### config.mk
export PLATFORM = sky130hd
export DESIGN_NAME = encoder_key_ctrl_flat
export DESIGN_NICKNAME = d
export VERILOG_FILES = /design/src/rtl/encoder_key_ctrl_if.sv /design/src/rtl/encoder_key_ctrl.sv /design/src/flat_wrapper.sv
export SDC_FILE = /design/constraint.sdc
export NUM_CORES = 1
export LEC_CHECK = 0
export BUFFER_PORTS_ARGS = -buffer_cell sky130_fd_sc_hd__buf_2
export CAP_MARGIN = 20
export CORE_UTILIZATION = 47
export DETAILED_ROUTE_END_ITERATION = 10
export MAX_ROUTING_LAYER = met4
export PLACE_DENSITY = 0.67
export SLEW_MARGIN = 20
export SYNTH_ARGS = -nofsm -noshare
export SYNTH_HDL_FRONTEND = slang
export SYNTH_SLANG_ARGS = --single-unit
### constraint.sdc
create_clock -name i_clk -period 1.8 [get_ports i_clk]
set_input_delay 0.36 -clock i_clk [delete_from_list [all_inputs] [get_ports i_clk]]
set_output_delay 0.36 -clock i_clk [all_outputs]
set_load 0.05 [all_outputs]
### src/rtl/encoder_key_ctrl_if.sv
// rtl/encoder_key_ctrl_if.sv - encoder/key level inputs and value/event outputs bundle
interface encoder_key_ctrl_if #(
  parameter int VAL_W = 8
);
  logic             i_enc_a;
  logic             i_enc_b;
  logic             i_key;
  logic [VAL_W-1:0] o_value;
  logic             o_step_up;
  logic             o_step_dn;
  logic             o_short_press;
  logic             o_long_press;
  logic             o_repeat;

  modport master (
    output i_enc_a, i_enc_b, i_key,
    input  o_value, o_step_up, o_step_dn, o_short_press, o_long_press, o_repeat
  );

  modport slave (
    input  i_enc_a, i_enc_b, i_key,
    output o_value, o_step_up, o_step_dn, o_short_press, o_long_press, o_repeat
  );
endinterface

### src/rtl/encoder_key_ctrl.sv
// rtl/encoder_key_ctrl.sv - rotary encoder stepping, bounded value and key short/long/repeat classifier
module encoder_key_ctrl #(
  parameter int CLK_FRE   = 50_000_000,
  parameter int VAL_W     = 8,
  parameter int VAL_MIN   = 0,
  parameter int VAL_MAX   = 255,
  parameter int VAL_INIT  = 0,
  parameter int WRAP      = 0,
  parameter int LONG_MS   = 1000,
  parameter int REPEAT_MS = 200
) (
  input logic               i_clk,
  input logic               i_rst,
  encoder_key_ctrl_if.slave bus
);

  localparam int DIV    = CLK_FRE / 1000;
  localparam int PRE_W  = (DIV > 1) ? $clog2(DIV) : 1;
  localparam int LONG_W = $clog2(LONG_MS + 1);
  localparam int REP_W  = $clog2(REPEAT_MS + 1);

  localparam logic [VAL_W-1:0] V_MIN  = VAL_W'(VAL_MIN);
  localparam logic [VAL_W-1:0] V_MAX  = VAL_W'(VAL_MAX);
  localparam logic [VAL_W-1:0] V_INIT = VAL_W'(VAL_INIT);

  localparam logic [1:0] S_IDLE  = 2'd0;
  localparam logic [1:0] S_PRESS = 2'd1;
  localparam logic [1:0] S_HOLD  = 2'd2;

  logic              a_q;
  logic              key_q;
  logic [1:0]        state;
  logic [PRE_W-1:0]  pre;
  logic [LONG_W-1:0] ms_cnt;
  logic [REP_W-1:0]  rep_cnt;
  logic [VAL_W-1:0]  value;
  logic              step_up;
  logic              step_dn;
  logic              short_press;
  logic              long_press;
  logic              repeat_p;

  logic             fall_a;
  logic             key_fall;
  logic             tick;
  logic [VAL_W-1:0] step_val;

  assign fall_a   = a_q & ~bus.i_enc_a;
  assign key_fall = key_q & ~bus.i_key;
  assign tick     = (pre == PRE_W'(DIV - 1));

  // Bound checks happen before the +/-1 so the VAL_W-bit result never overflows
  always_comb begin
    step_val = value;
    if (fall_a && bus.i_enc_b) begin
      if (value == V_MAX) step_val = (WRAP != 0) ? V_MIN : V_MAX;
      else                step_val = value + 1'b1;
    end else if (fall_a && !bus.i_enc_b) begin
      if (value == V_MIN) step_val = (WRAP != 0) ? V_MAX : V_MIN;
      else                step_val = value - 1'b1;
    end
  end

  always_ff @(posedge i_clk) begin
    if (i_rst) begin
      a_q         <= bus.i_enc_a;
      key_q       <= bus.i_key;
      state       <= S_IDLE;
      pre         <= '0;
      ms_cnt      <= '0;
      rep_cnt     <= '0;
      value       <= V_INIT;
      step_up     <= 1'b0;
      step_dn     <= 1'b0;
      short_press <= 1'b0;
      long_press  <= 1'b0;
      repeat_p    <= 1'b0;
    end else begin
      a_q         <= bus.i_enc_a;
      key_q       <= bus.i_key;
      step_up     <= fall_a & bus.i_enc_b;
      step_dn     <= fall_a & ~bus.i_enc_b;
      short_press <= 1'b0;
      long_press  <= 1'b0;
      repeat_p    <= 1'b0;
      value       <= step_val;
      pre         <= (key_fall || tick) ? '0 : pre + 1'b1;

      case (state)
        S_IDLE: begin
          if (key_fall) begin
            state  <= S_PRESS;
            ms_cnt <= '0;
          end
        end
        S_PRESS: begin
          if (bus.i_key) begin
            short_press <= 1'b1;
            state       <= S_IDLE;
          end else if (tick) begin
            // Long-press reload overrides any encoder step landing in this cycle
            if (ms_cnt == LONG_W'(LONG_MS - 1)) begin
              long_press <= 1'b1;
              value      <= V_INIT;
              state      <= S_HOLD;
              rep_cnt    <= '0;
            end else begin
              ms_cnt <= ms_cnt + 1'b1;
            end
          end
        end
        S_HOLD: begin
          if (bus.i_key) begin
            state <= S_IDLE;
          end else if (tick) begin
            if (rep_cnt == REP_W'(REPEAT_MS - 1)) begin
              repeat_p <= 1'b1;
              rep_cnt  <= '0;
            end else begin
              rep_cnt <= rep_cnt + 1'b1;
            end
          end
        end
        default: state <= S_IDLE;
      endcase
    end
  end

  assign bus.o_value       = value;
  assign bus.o_step_up     = step_up;
  assign bus.o_step_dn     = step_dn;
  assign bus.o_short_press = short_press;
  assign bus.o_long_press  = long_press;
  assign bus.o_repeat      = repeat_p;

endmodule

### src/flat_wrapper.sv
// flat-port wrapper written by rule: the top's interface ports become plain ports
module encoder_key_ctrl_flat 
#(
  parameter int CLK_FRE   = 50_000_000,
  parameter int VAL_W     = 8,
  parameter int VAL_MIN   = 0,
  parameter int VAL_MAX   = 255,
  parameter int VAL_INIT  = 0,
  parameter int WRAP      = 0,
  parameter int LONG_MS   = 1000,
  parameter int REPEAT_MS = 200
)
  (i_clk, i_rst, bus_i_enc_a, bus_i_enc_b, bus_i_key, bus_o_value, bus_o_step_up, bus_o_step_dn, bus_o_short_press, bus_o_long_press, bus_o_repeat);
  encoder_key_ctrl_if #(.VAL_W(VAL_W)) bus_i ();
  input logic i_clk;
  input logic i_rst;
  input wire logic [$bits(bus_i.i_enc_a)-1:0] bus_i_enc_a;
  input wire logic [$bits(bus_i.i_enc_b)-1:0] bus_i_enc_b;
  input wire logic [$bits(bus_i.i_key)-1:0] bus_i_key;
  output wire logic [$bits(bus_i.o_value)-1:0] bus_o_value;
  output wire logic [$bits(bus_i.o_step_up)-1:0] bus_o_step_up;
  output wire logic [$bits(bus_i.o_step_dn)-1:0] bus_o_step_dn;
  output wire logic [$bits(bus_i.o_short_press)-1:0] bus_o_short_press;
  output wire logic [$bits(bus_i.o_long_press)-1:0] bus_o_long_press;
  output wire logic [$bits(bus_i.o_repeat)-1:0] bus_o_repeat;
  assign bus_i.i_enc_a = bus_i_enc_a;
  assign bus_i.i_enc_b = bus_i_enc_b;
  assign bus_i.i_key = bus_i_key;
  assign bus_o_value = bus_i.o_value;
  assign bus_o_step_up = bus_i.o_step_up;
  assign bus_o_step_dn = bus_i.o_step_dn;
  assign bus_o_short_press = bus_i.o_short_press;
  assign bus_o_long_press = bus_i.o_long_press;
  assign bus_o_repeat = bus_i.o_repeat;
  encoder_key_ctrl #(.CLK_FRE(CLK_FRE), .VAL_W(VAL_W), .VAL_MIN(VAL_MIN), .VAL_MAX(VAL_MAX), .VAL_INIT(VAL_INIT), .WRAP(WRAP), .LONG_MS(LONG_MS), .REPEAT_MS(REPEAT_MS)) u_core (.i_clk(i_clk), .i_rst(i_rst), .bus(bus_i));
endmodule
==> run summary, run 1 <==
The flow ran to the end, and the final reports show no timing, DRC or antenna violations. Compared with the post-synthesis result, the final layout area differs by 22.1%. Tightest hold margin: 0.170 ns. In the final layout, flip-flops and latches occupy 1030 µm². Clock-pin slew was measured on the worst setup and hold paths at 0.09 ns.

The most common cell after layout, fill and taps aside was sky130_fd_sc_hd__dfxtp_1. Along the worst path, the maximum fanout reaches 3. The width of the die was 76.4 µm. The worst setup path is of the reg -> reg kind.

The mean post-synth cell area was 8.33 µm². For the largest net degree at the start of global routing, the log shows 17. The run gives 312 as the count of mapped cells out of synthesis. The async set-reset flop share out of synthesis came out at 0.

The worst-case headroom to the max-slew limit was 0.637. The multi-input combinational cells in the finished layout cover a total of 1560 µm². The length in cells of the worst reg-to-reg path works out to 6. Starting density of the core: 0.500. STA puts the critical path data required time at 2.04 ns. Leaving out filler cells and counting taps, the final layout contains 435. The count of different cell masters after synthesis is 45. Number of slew-limit violations in the final report: 0.

Routability-driven placement finished with a final weighted congestion of 0.831. In the layout the commonest cells are sky130_fd_sc_hd__dfxtp_1, sky130_fd_sc_hd__nor2_1, sky130_fd_sc_hd__buf_4, sky130_fd_sc_hd__nand2_1, sky130_fd_sc_hd__buf_2. After detailed routing, the number of remaining DRC violations is 0. For this run, the leading register cell type out of synthesis is sky130_fd_sc_hd__dfxtp_1. Setup repair after global routing could not meet its margin everywhere. Switching share of power: 0.274.

The run gives 0.329 as the part of the total power dissipated in the clock network. The run gives 26 as the number of core rows. The number of optimization iterations in the first detailed-route pass was 4; the total half-perimeter wirelength after legalization and detailed placement was 4290 µm. Max-cap violations in this run came to 0.

The H-tree was split into 2 levels. The layout has 488 filler cells. The tree is rooted in a sky130_fd_sc_hd__clkbuf_8.

The internal power of the cells totals 0.00156 W. The number of sinks handled by clock tree synthesis is 51. The maximum number of buffers from clock root to sink is 2. The count of port buffers added during placement works out to 17. The tightest min-delay check is of the in -> reg type. The detail route stage leaves a number of antenna-violating nets equal to 0.

After synthesis the cells add up to 2600 µm². The worst setup path is captured at a flop. Static timing analysis puts the maximum clock frequency at 571 MHz. Setup violations remaining at the end of the flow were counted as 0.

The setup slack of the most critical reg-to-reg path was 0.05 ns; the ratio of cells with drive above 1 in the final layout was 0.238. The worst clock skew on the final layout is 0.00259 ns. Final worst-path cycle share: 0.973. The TritonCTS buffer count was 5; the vertical die dimension was 76.4 µm. The detailed-route wire length per cell was 13.7 µm. Startpoint of the lowest-slack register-to-register path: u_core.pre[0]. The total overflow left after global routing is 0. The number of enable flip-flop cells after synthesis works out to 0. The number of placed instances, taps included, is 427. Summing all non-filler instances in the final layout gives an area of 3180 µm². After layout, the worst setup slack is 0.0486 ns. Cell area reported after detailed placement: 3040 µm².

The run gives 0.31 ns as the clock network latency to the later pin of the worst-skew pair. The placeable core region was 5200 µm²; the net count of the finished layout was 375. The total inserted antenna cells is 0, and the post-CTS setup buffer count is 0. The arrival time reported for the critical path endpoint came out at 1.99 ns. At the pin with the least slew margin, the transition time is 0.540 ns. End of the critical path: u_core.ms_cnt[9].

The logs give 0 for the final number of hold-violating endpoints and 5970 µm for the total detailed-routing wirelength. The flip-flop and latch count after synthesis came out at 51. The reported net switching power was 0.000589 W.

The tools report the source of the critical timing path as u_core.pre[0]. The power consumption was 0.00215 W. The part of the power in registers was 0.546; the final period demand of the worst path was 1.75 ns. The reg-to-reg endpoint is u_core.ms_cnt[9]. The via count of the first global-routing pass was 2,345. In this run the most critical hold path is launched from bus_i_enc_a. For the total routing usage reported by global routing, the log shows 0.228.

The full die area came out at 5830 µm². Yosys printed 0 warnings. The worst setup path is launched from a flop.

OpenSTA, run right after detailed placement, puts the worst setup slack at -0.0528 ns. Across all layers, the routed design uses 2,430 vias. The number of antenna violations at the first check in global routing was 0. The first global-routing pass estimated 10,600 µm of wire. IR analysis of the VDD net gives a maximum drop of 0.382 mV. The tools report the net count after synthesis as 323.

The portion of the post-synthesis area used by sequential elements is 0.393. For the number of I/O pins, the log shows 18. The via-per-instance ratio came out at 5.59. TritonCTS built the clock tree.

In this run the static leakage power is 1.24 nW. In this run, the number of DRC markers left after iteration 0 of detailed routing was 94. Dividing total power by cell area gives a power density of 677 nW/µm². The run gives 0.125 as the relative contribution of combinational cells to total power.
worst max-delay path, stage by stage, from the launching register on:
cell and delay (ns):
sky130_fd_sc_hd__dfxtp_2 0.34, sky130_fd_sc_hd__ha_2 0.17, sky130_fd_sc_hd__and3_4 0.18, sky130_fd_sc_hd__nand4_1 0.09
sky130_fd_sc_hd__or4_4 0.44, sky130_fd_sc_hd__or3_1 0.33, sky130_fd_sc_hd__a21oi_1 0.14
power by group through the flow:
| stage | logic [W] | clock network (W) | registers, W |
|---|---|---|---|
| floorplan | 0.000147 | 0 | 0.00124 |
| global placement | 0.000262 | 0 | 0.00120 |
| detailed placement | 0.000263 | 0 | 0.00120 |
| CTS | 0.000264 | 0.000727 | 0.00117 |
| global route | 0.000293 | 0.000769 | 0.00118 |
| finish | 0.000268 | 0.000708 | 0.00117 |
cell families after synthesis:
kind of cell	synth area share
simple gates	0.349
fa+ha+maj	0.0289
flops	0.393
compound gates	0.126
xor+xnor	0.0674
mux	0.0120
buf+inv	0.0236
through the flow:
stage	setup TNS, ns	utilization
2_1_floorplan	-0.0463	-
3_3_place_gp	-0.00950	0.583
3_5_place_dp	-0.0583	0.583
4_1_cts	0	0.604
5_1_grt	-0.307	0.610
6_report	0	0.610
cell usage after synthesis (2+ instances only):
cell type                   n  area, µm²
sky130_fd_sc_hd__a21o_1     2       15.0
sky130_fd_sc_hd__a21oi_1   16       80.1
sky130_fd_sc_hd__a221oi_1   2       17.5
sky130_fd_sc_hd__a31o_2     3       26.3
sky130_fd_sc_hd__a31oi_1   10       62.6
sky130_fd_sc_hd__and2_1     3       18.8
sky130_fd_sc_hd__and3_1    12       75.1
sky130_fd_sc_hd__and4_1     5       43.8
sky130_fd_sc_hd__and4b_1    2       20.0
sky130_fd_sc_hd__clkbuf_1  10       37.5
sky130_fd_sc_hd__dfxtp_1   51       1020
sky130_fd_sc_hd__ha_1       6       75.1
sky130_fd_sc_hd__inv_1      5       18.8
sky130_fd_sc_hd__mux2i_1    2       20.0
sky130_fd_sc_hd__nand2_1   23       86.3
sky130_fd_sc_hd__nand2b_1   8       50.1
sky130_fd_sc_hd__nand3_1   16       80.1
sky130_fd_sc_hd__nand3b_1   5       37.5
sky130_fd_sc_hd__nand4_1    9       56.3
sky130_fd_sc_hd__nand4b_1   2       17.5
sky130_fd_sc_hd__nor2_1    39        146
sky130_fd_sc_hd__nor2b_1    5       31.3
sky130_fd_sc_hd__nor3_1     6       30.0
sky130_fd_sc_hd__nor3b_1    2       15.0
sky130_fd_sc_hd__nor4_1    10       62.6
sky130_fd_sc_hd__nor4b_1    2       17.5
sky130_fd_sc_hd__nor4b_2    2       30.0
sky130_fd_sc_hd__o21ai_0   12       60.1
sky130_fd_sc_hd__o21bai_1   2       15.0
sky130_fd_sc_hd__or3_1      7       43.8
sky130_fd_sc_hd__xnor2_1   10       87.6
sky130_fd_sc_hd__xor2_1    10       87.6
registers in the layout, indices dropped and copies added (netlist names):
register	cells
u_core.pre	16
u_core.ms_cnt	10
u_core.bus.o_value	8
u_core.rep_cnt	8
u_core.state	2
u_core.a_q	1
u_core.bus.o_long_press	1
u_core.bus.o_repeat	1
u_core.bus.o_short_press	1
u_core.bus.o_step_dn	1
u_core.bus.o_step_up	1
u_core.key_q	1
layout make-up:
| class | count | share of cell area |
|---|---|---|
| Sequential cell | 51 | 0.324 |
| Inverter | 5 | 0.00591 |
| Timing Repair Buffer | 56 | 0.119 |
| Tap cell | 70 | 0.0276 |
| Multi-Input combinational cell | 245 | 0.492 |
| Clock inverter | 2 | 0.00512 |
| Clock buffer | 6 | 0.0260 |
layer usage:
layer  routed length (µm)  up-vias  track usage  part of all wire
li1                     -     1241            -                 -
met1                 2940     1139        0.302              0.49
met2                 2740       41        0.350              0.46
met3                  210        9       0.0395             0.035
met4                   81        0       0.0827             0.014
met5                    0        -            -                 0
timing repair:
item,CTS,global route
hold endpoints to repair,0,0
endpoints found under the setup margin,3,23
pin swaps,4,4
gates resized for setup,2,7
hold buffers,0,0
worst min-delay path by stage:
stage,endpoint,cells past startpoint,slack [ns]
2_1_floorplan,u_core.a_q,0,0.39
3_3_place_gp,u_core.rep_cnt[7],1,0.47
3_5_place_dp,u_core.rep_cnt[3],1,0.48
4_1_cts,u_core.a_q,1,0.16
5_1_grt,u_core.a_q,1,0.16
6_report,u_core.a_q,1,0.17
(Power assumes the default switching activity.)
==> run 2, diff against run 1 <==
BUFFER_PORTS_ARGS = default   (was -buffer_cell sky130_fd_sc_hd__buf_2)
CTS_CLUSTER_SIZE = 16   (was default)
DONT_BUFFER_PORTS = 1   (was default)
PLACE_DENSITY = default   (was 0.67)
==> run 2 against run 1 <==
The flow now finishes with violations (setup timing). Sequential share of layout area down 0.59 points. Combinational power decreased by 5%. Count of clock-buffer cells in the layout is 2 higher. Setup slack worse by 0.19 ns. First-iteration DRC count is 4.3% higher. Critical path depth decreased by 1. Highest routed layer unchanged. Global-route usage up 0.50 points. Via count is 0.91% higher. Worst hold slack lost 0.089 ns. Maximum frequency fell by 9.8%. Utilization is 1.2 points higher.
==> run summary, run 2 (same netlist as run 1, synthesis figures left out) <==
The max-capacitance violation count is 0 (unchanged). The largest registers in the layout are u_core.pre x16, u_core.ms_cnt x10. The detailed-route wire length per cell was 14.4 µm (+5.0%); the actual transition at the worst max-transition pin was 0.518 ns (-0.0218 ns).

For the total half-perimeter wirelength after legalization and detailed placement, the log shows 4600 µm (+7.1%). The number of endpoints failing setup at the final stage was 2 (+2); the TritonCTS buffer count was 5 (unchanged). The placeable core region is 5200 µm² (unchanged), and the number of I/O pins is 18 (unchanged). The maximum resistive drop on vdd is 0.603 mV (+58%), and the final worst-path cycle share is 1.08 (+0.106). The flip-flop count of the largest register, all copies and words added works out to 16 (unchanged).

The post-CTS setup buffer count was 0 (unchanged). The width of the die came out at 76.4 µm (unchanged). CTS placed an instance of sky130_fd_sc_hd__clkbuf_8 at the clock tree root.

The wire length of the first global-routing pass is 10,800 µm (+2.0%). The tools report the number of core rows as 26 (unchanged). The post-cts hold buffer count was 0 (unchanged); the total power per unit cell area was 663 nW/µm² (-2.0%). Cell area reported after detailed placement: 3050 µm² (+0.41%). TritonCTS built the clock tree. The CTS H-tree depth was 2 (unchanged). The run gives 0 (unchanged) as the residual antenna-violating net count after detailed routing. The tools report the total detailed-routing wirelength as 6210 µm (+4.1%).

Setup repair after global routing could not meet its margin everywhere. The routability congestion estimate was 0.883 (+6.3%); the total routing usage reported by global routing was 0.233 (+0.00502). The run gives 1.23 nW (-0.88%) as the leakage component of the power. The min-delay analysis places its worst path in the category in -> reg. The tools report the largest net degree at the start of global routing as 16 (-1). The critical path is of the reg -> reg type. The DRC violation count after routing is 0 (unchanged), and the final number of hold-violating endpoints is 0 (unchanged).

The number of slew-limit violations in the final report was 0 (unchanged); the final sum of negative setup slack was -0.207 ns (-0.207 ns). The ratio of cells with drive above 1 in the final layout came out at 0.247 (+0.00818). The total number of vias is 2,452 (+0.91%). The run finished, with violations left.

The count of port buffers added during placement works out to 0 (-17). The worst path required time was 2.04 ns (about the same); the area growth from synthesis to layout was 24.5%. STA classifies the critical path endpoint as a flop. The run gives 371 (-1.1%) as the net count of the finished layout. The post-layout worst setup margin is -0.142 ns (-0.191 ns).

Number of sinks handled by clock tree synthesis: 51 (unchanged). The peak fanout along the critical path is 3 (unchanged). For the maximum number of buffers from clock root to sink, the log shows 2 (unchanged). Leaving out fill and tap cells, the most frequent cells in the layout are sky130_fd_sc_hd__buf_4, sky130_fd_sc_hd__dfxtp_1, sky130_fd_sc_hd__nor2_1, sky130_fd_sc_hd__nand2_1, sky130_fd_sc_hd__nand3_1. For the starting density of the core, the log shows 0.500 (unchanged). The tools report the kind of start point of the critical path as a flop. The vertical die dimension came out at 76.4 µm (unchanged).

The logs give 0 (unchanged) for the total inserted antenna cells and 5830 µm² (unchanged) for the full die area. For the number of optimization iterations in the first detailed-route pass, the log shows 4 (unchanged). The post-layout instance area was 3240 µm² (+2.0%).

The largest register by flop count is u_core.pre. The most common cell after layout, fill and taps aside was sky130_fd_sc_hd__buf_4. Number of antenna violations at the first check in global routing: 0 (unchanged). Number of DRC violations after detailed-routing iteration 0: 98 (+4.3%). The final period demand of the worst path works out to 1.94 ns (+0.191 ns). The top achievable clock speed was 515 MHz (-9.8%). The worst clock skew on the final layout was 0.00580 ns (+0.00321 ns). The arrival time reported for the critical path endpoint was 2.18 ns (+0.19 ns); the remaining global-route overflow was 0 (unchanged). For the clock network latency to the later pin of the worst-skew pair, the log shows 0.30 ns (about the same). The via-per-instance ratio works out to 5.69 (+1.8%). The clock edge transition at the registers on the reported setup and hold paths works out to 0.09 ns (about the same). For the via count of the first global-routing pass, the log shows 2,315 (-1.3%). The final reports fail on setup timing. The worst-case headroom to the max-slew limit is 0.654 (+0.0168).
-- run 2: cell types whose count changed in the layout (fill, tap and decap cells not counted), sizes merged --
cell	delta
clkinvlp	-1
clkinv	-1
clkbuf	+2
buf	-4
-- run 2: stage by stage --
step           std cells  hold WS [ns]  utilization  setup WS [ns]  power, W
2_1_floorplan        312         0.388            -        -0.0463   0.00138
3_3_place_gp         423         0.388        0.586        -0.0727   0.00145
3_5_place_dp         423         0.388        0.586         -0.122   0.00146
4_1_cts              431        0.0678        0.609        -0.0985   0.00218
5_1_grt              431        0.0690        0.622         -0.198   0.00224
6_report             431        0.0811        0.622         -0.142   0.00215
-- run 2: layer usage --
metal / track usage / routed length (µm) / up-vias
met5: - / 0 / -
met4: 0.0923 / 81 / 0
met2: 0.352 / 2870 / 55
li1: - / - / 1237
met1: 0.312 / 3010 / 1152
met3: 0.0371 / 249 / 8
-- run 2: cell type report --
type,count,area (µm²)
Clock buffer,8,100
Fill cell,481,1970
Inverter,5,18.8
Multi-Input combinational cell,245,1610
Sequential cell,51,1030
Tap cell,70,87.6
Timing Repair Buffer,52,390
-- run 2: report_power, final --
group | internal [W] | leakage, nW | switching [W]
sequential | 0.00115 | 0.416 | 0.0000333
clock | 0.000351 | 0.0515 | 0.000358
combinational | 0.000100 | 0.761 | 0.000154
total | 0.00160 | 1.23 | 0.000546
-- run 2: final timing paths --
check / startpoint / end / slack [ns] / cells after the start
max reg2reg: u_core.pre[4] / u_core.ms_cnt[9] / -0.14 / 5
min reg2reg: u_core.rep_cnt[3] / u_core.rep_cnt[3] / 0.50 / 1
max: u_core.pre[4] / u_core.ms_cnt[9] / -0.14 / 5
min: bus_i_enc_a / u_core.a_q / 0.08 / 0
-- run 2: worst max-delay path: stages, from the launching register on --
cell                      delay (ns)
sky130_fd_sc_hd__dfxtp_2        0.35
sky130_fd_sc_hd__nor4b_4        0.28
sky130_fd_sc_hd__nand4_1        0.21
sky130_fd_sc_hd__or4_4          0.60
sky130_fd_sc_hd__or3_4          0.34
sky130_fd_sc_hd__a21oi_2        0.11
-- run 2: what timing repair did --
action	CTS	global route
pin swaps	3	3
resized for setup	4	14
setup endpoints to repair	7	25
==> run 3, diff against run 2 <==
ABC_AREA = 1   (was default)
==> run 3 against run 2 <==
First-iteration DRC count increased by 36%. Via count increased by 9.5%. Setup slack improved by 0.32 ns. The run now ends clean. Clock skew increased by 0.0035 ns. Largest power group unchanged. Register-to-register slack improved by 0.32 ns. Critical endpoint is now u_core.ms_cnt[2].
==> run summary, run 3 <==
Actual transition at the worst max-transition pin: 0.510 ns (-0.00889 ns). The tools report the worst clock skew on the final layout as 0.00934 ns (+0.00354 ns). The final period demand of the worst path works out to 1.62 ns (-0.323 ns). The reg-to-reg endpoint was u_core.ms_cnt[2]. Leaving out fill and tap cells, the most frequent cell in the layout is sky130_fd_sc_hd__nor2_1. Top achievable clock speed: 618 MHz (+20%). The full die area is 6640 µm² (+14%). The logs give 0 (unchanged) for the count of yosys warnings during synthesis and 1.85 ns (-0.33 ns) for the arrival time reported for the critical path endpoint. The total routing usage reported by global routing came out at 0.204 (-0.0291). By startpoint and endpoint, the worst setup path is classified as reg -> reg. For the total detailed-routing wirelength, the log shows 5910 µm (-5.0%).

Largest register by flop count: u_core.pre. Setup repair after global routing left no endpoint under its margin. The number of I/O pins came out at 18 (unchanged). The routability congestion estimate was 0.875 (-0.95%); the worst hold path depth was 0 (unchanged). The via-per-instance ratio works out to 5.02 (-12%). The length in cells of the worst reg-to-reg path is 9 (+4), and the final number of hold-violating endpoints is 0 (unchanged). In the final layout, the registers with the most flip-flops are u_core.pre x16, u_core.ms_cnt x10.

The stage delay of the slowest cell on the critical path was 0.36 ns (-0.24 ns); the peak fanout along the critical path was 11 (+8). The wire length of the first global-routing pass was 10,400 µm (-3.8%). The run gives 0 ns (+0.207 ns) as the final sum of negative setup slack.

In this run the most critical hold path is launched from bus_i_key. The worst path required time is 2.03 ns (about the same), and the number of endpoints failing setup at the final stage is 0 (-2). The leakage component of the power is 1.30 nW (+6.2%).

The total number of vias is 2,685 (+9.5%). The width of the die came out at 81.5 µm (+6.7%). The tools report the element type at the critical path end as a flop. The number of slew-limit violations in the final report is 0 (unchanged), and the number of core rows is 28 (+7.7%). On the critical path, the stage with the largest delay is an instance of sky130_fd_sc_hd__dfxtp_1. Maximum number of buffers from clock root to sink: 2 (unchanged).

The DRC violation count after routing was 0 (unchanged). The tools report the number of antenna violations at the first check in global routing as 0 (unchanged). For this run, the leading register cell type out of synthesis is sky130_fd_sc_hd__dfxtp_1.

The CTS H-tree depth was 2 (unchanged); the via count of the first global-routing pass was 2,366 (+2.2%). The tools report the portion of the post-synthesis area used by sequential elements as 0.344 (-0.0488). For hold timing, the worst endpoint is u_core.key_q. The logs give 51 (unchanged) for the number of sinks handled by clock tree synthesis and 5990 µm² (+15%) for the placeable core region.

Flip-flop count of the largest register, all copies and words added: 16 (unchanged). Number of DRC violations after detailed-routing iteration 0: 133 (+36%). The area growth from synthesis to layout came out at 8.81%. The tools report the kind of start point of the critical path as a flop. The run gives 2970 µm² (+14%) as the area of the mapped netlist. The setup slack of the most critical reg-to-reg path was 0.18 ns (+0.32 ns); the total power per unit cell area was 674 nW/µm² (+1.7%). The max-capacitance violation count was 0 (unchanged). The net count after synthesis is 457 (+41%). The root buffer cell chosen for the clock tree is sky130_fd_sc_hd__clkbuf_8. The post-cts hold buffer count is 0 (unchanged).

By area the synthesized netlist is led by sky130_fd_sc_hd__dfxtp_1, sky130_fd_sc_hd__nor2_1, sky130_fd_sc_hd__nand2_1. The run gives 0 (unchanged) as the remaining global-route overflow. The run gives 0 (unchanged) as the total inserted antenna cells. The logs give 446 (+43%) for the count of mapped cells out of synthesis and 5 (unchanged) for the TritonCTS buffer count. The largest total area in the synthesized netlist belongs to sky130_fd_sc_hd__dfxtp_1. The count of different cell masters after synthesis was 37 (-18%); the ratio of cells with drive above 1 in the final layout was 0.143 (-0.103).

The critical path's most frequent cell is sky130_fd_sc_hd__nand2_2. Power consumption: 0.00218 W (+1.5%). The maximum resistive drop on vdd is 0.332 mV (-45%), and the clock network latency to the later pin of the worst-skew pair is 0.30 ns (about the same). Async set-reset flop share out of synthesis: 0 (unchanged).

The final worst-path cycle share is 0.899 (-0.180). The number of enable flip-flop cells after synthesis was 0 (unchanged); the largest net degree at the start of global routing was 18 (+2). The commonest cells after synthesis are sky130_fd_sc_hd__nor2_1, sky130_fd_sc_hd__nand2_1, sky130_fd_sc_hd__inv_1. The residual antenna-violating net count after detailed routing came out at 0 (unchanged).

The detailed-route wire length per cell came out at 11.0 µm (-23%). Count of port buffers added during placement: 0 (unchanged). The flip-flop and latch count after synthesis came out at 51 (unchanged). The run gives 6 (+2) as the number of optimization iterations in the first detailed-route pass. The net count of the finished layout is 470 (+27%). The signal on the critical path passes through ha_1 > nand3_1 > nor2_1 > nand2_2 > nand2_2 > nand3_4 > inv_6 > nand2_2 > a21oi_2. In the layout the commonest cells are sky130_fd_sc_hd__nor2_1, sky130_fd_sc_hd__nand2_1, sky130_fd_sc_hd__inv_1, sky130_fd_sc_hd__dfxtp_1, sky130_fd_sc_hd__nand3_1. The tools report the startpoint of the lowest-slack register-to-register path as u_core.pre[0].

The run gives 0.660 (+0.00593) as the worst-case headroom to the max-slew limit. TritonCTS built the clock tree. The vertical die dimension works out to 81.5 µm (+6.7%). The clock edge transition at the registers on the reported setup and hold paths is 0.09 ns (about the same). The flow ran to the end, and the final reports show no timing, DRC or antenna violations. Mean post-synth cell area: 6.66 µm² (-20%). The most common cell in the netlist was sky130_fd_sc_hd__nor2_1. The tools report the total half-perimeter wirelength after legalization and detailed placement as 4560 µm (-0.93%). The proportion of netlist area held by the largest area contributor is 0.344 (-0.0488), and the starting density of the core is 0.496 (-0.00391). The class of the tightest hold or removal check was in -> reg.
## run 3: changes by cell type after synthesis, sizes merged, moves of 12 or more
| cell | delta |
|---|---|
| nor2 | +56 |
| inv | +54 |
| and3 | -12 |
| nand2 | +74 |
| nand3 | +18 |
| a21oi | +18 |
## run 3: metal layers
metal / track usage / wire length (µm) / vias to the layer above
met5: - / 0 / -
met4: 0.0589 / 78 / 0
met3: 0.0400 / 196 / 8
met2: 0.321 / 2680 / 40
met1: 0.265 / 2950 / 1198
li1: - / - / 1439
## run 3: logic make-up after synthesis
group / count (synthesis) / synth area share
simple gates: 254 / 0.395
buf+inv: 69 / 0.0957
compound gates: 53 / 0.102
flops: 51 / 0.344
xor+xnor: 13 / 0.0383
fa+ha+maj: 6 / 0.0253
## run 3: how the worst max path moves through the flow
stage | to | from | depth (start not counted)
final | u_core.ms_cnt[2] | u_core.pre[0] | 9
after CTS | u_core.bus.o_value[0] | u_core.pre[0] | 6
after global placement | u_core.bus.o_value[1] | u_core.pre[0] | 6
after global routing | u_core.bus.o_value[2] | u_core.pre[0] | 6
after detailed placement | u_core.bus.o_value[0] | u_core.pre[0] | 6
after floorplan | u_core.bus.o_value[7] | u_core.bus.o_value[1] | 7
## run 3: cell type report
| class | count | area [µm²] |
|---|---|---|
| clock buffer | 7 | 96.3 |
| clock inverter | 1 | 7.51 |
| fill | 625 | 2760 |
| inverter | 61 | 235 |
| multi-input combinational | 326 | 1670 |
| sequential | 51 | 1020 |
| tap | 75 | 93.8 |
| timing repair buffer | 14 | 105 |
## run 3: repair_timing
action | 4_1_cts | 5_1_grt
gates resized for setup | 0 | 3
setup endpoints to repair | 0 | 7
setup buffers | 0 | 1
## run 3: per-stage QoR
step                 util  area [µm²]  setup WS [ns]  instances  hold WS [ns]
global route        0.539        3230         0.0106        535        0.0566
CTS                 0.536        3210          0.128        534        0.0666
detailed placement  0.519        3110          0.142        526         0.388
finish              0.539        3230          0.181        535        0.0808
global placement    0.519        3110          0.201        526         0.388
floorplan               -        2970        0.00341        446         0.388
## run 3: worst max-delay path: cells and delay by family (launching register included)
kind | cells | cell delay [ns]
compound gates | 1 | 0.12
fa+ha+maj | 1 | 0.19
buf+inv | 1 | 0.16
flops | 1 | 0.36
simple gates | 6 | 0.72
## run 3: power by group
group          internal, W  switching, W  total (W)  leakage (nW)
logic            0.0000870      0.000193   0.000280         0.841
registers          0.00115     0.0000317    0.00119         0.413
clock network     0.000350      0.000363   0.000713        0.0505
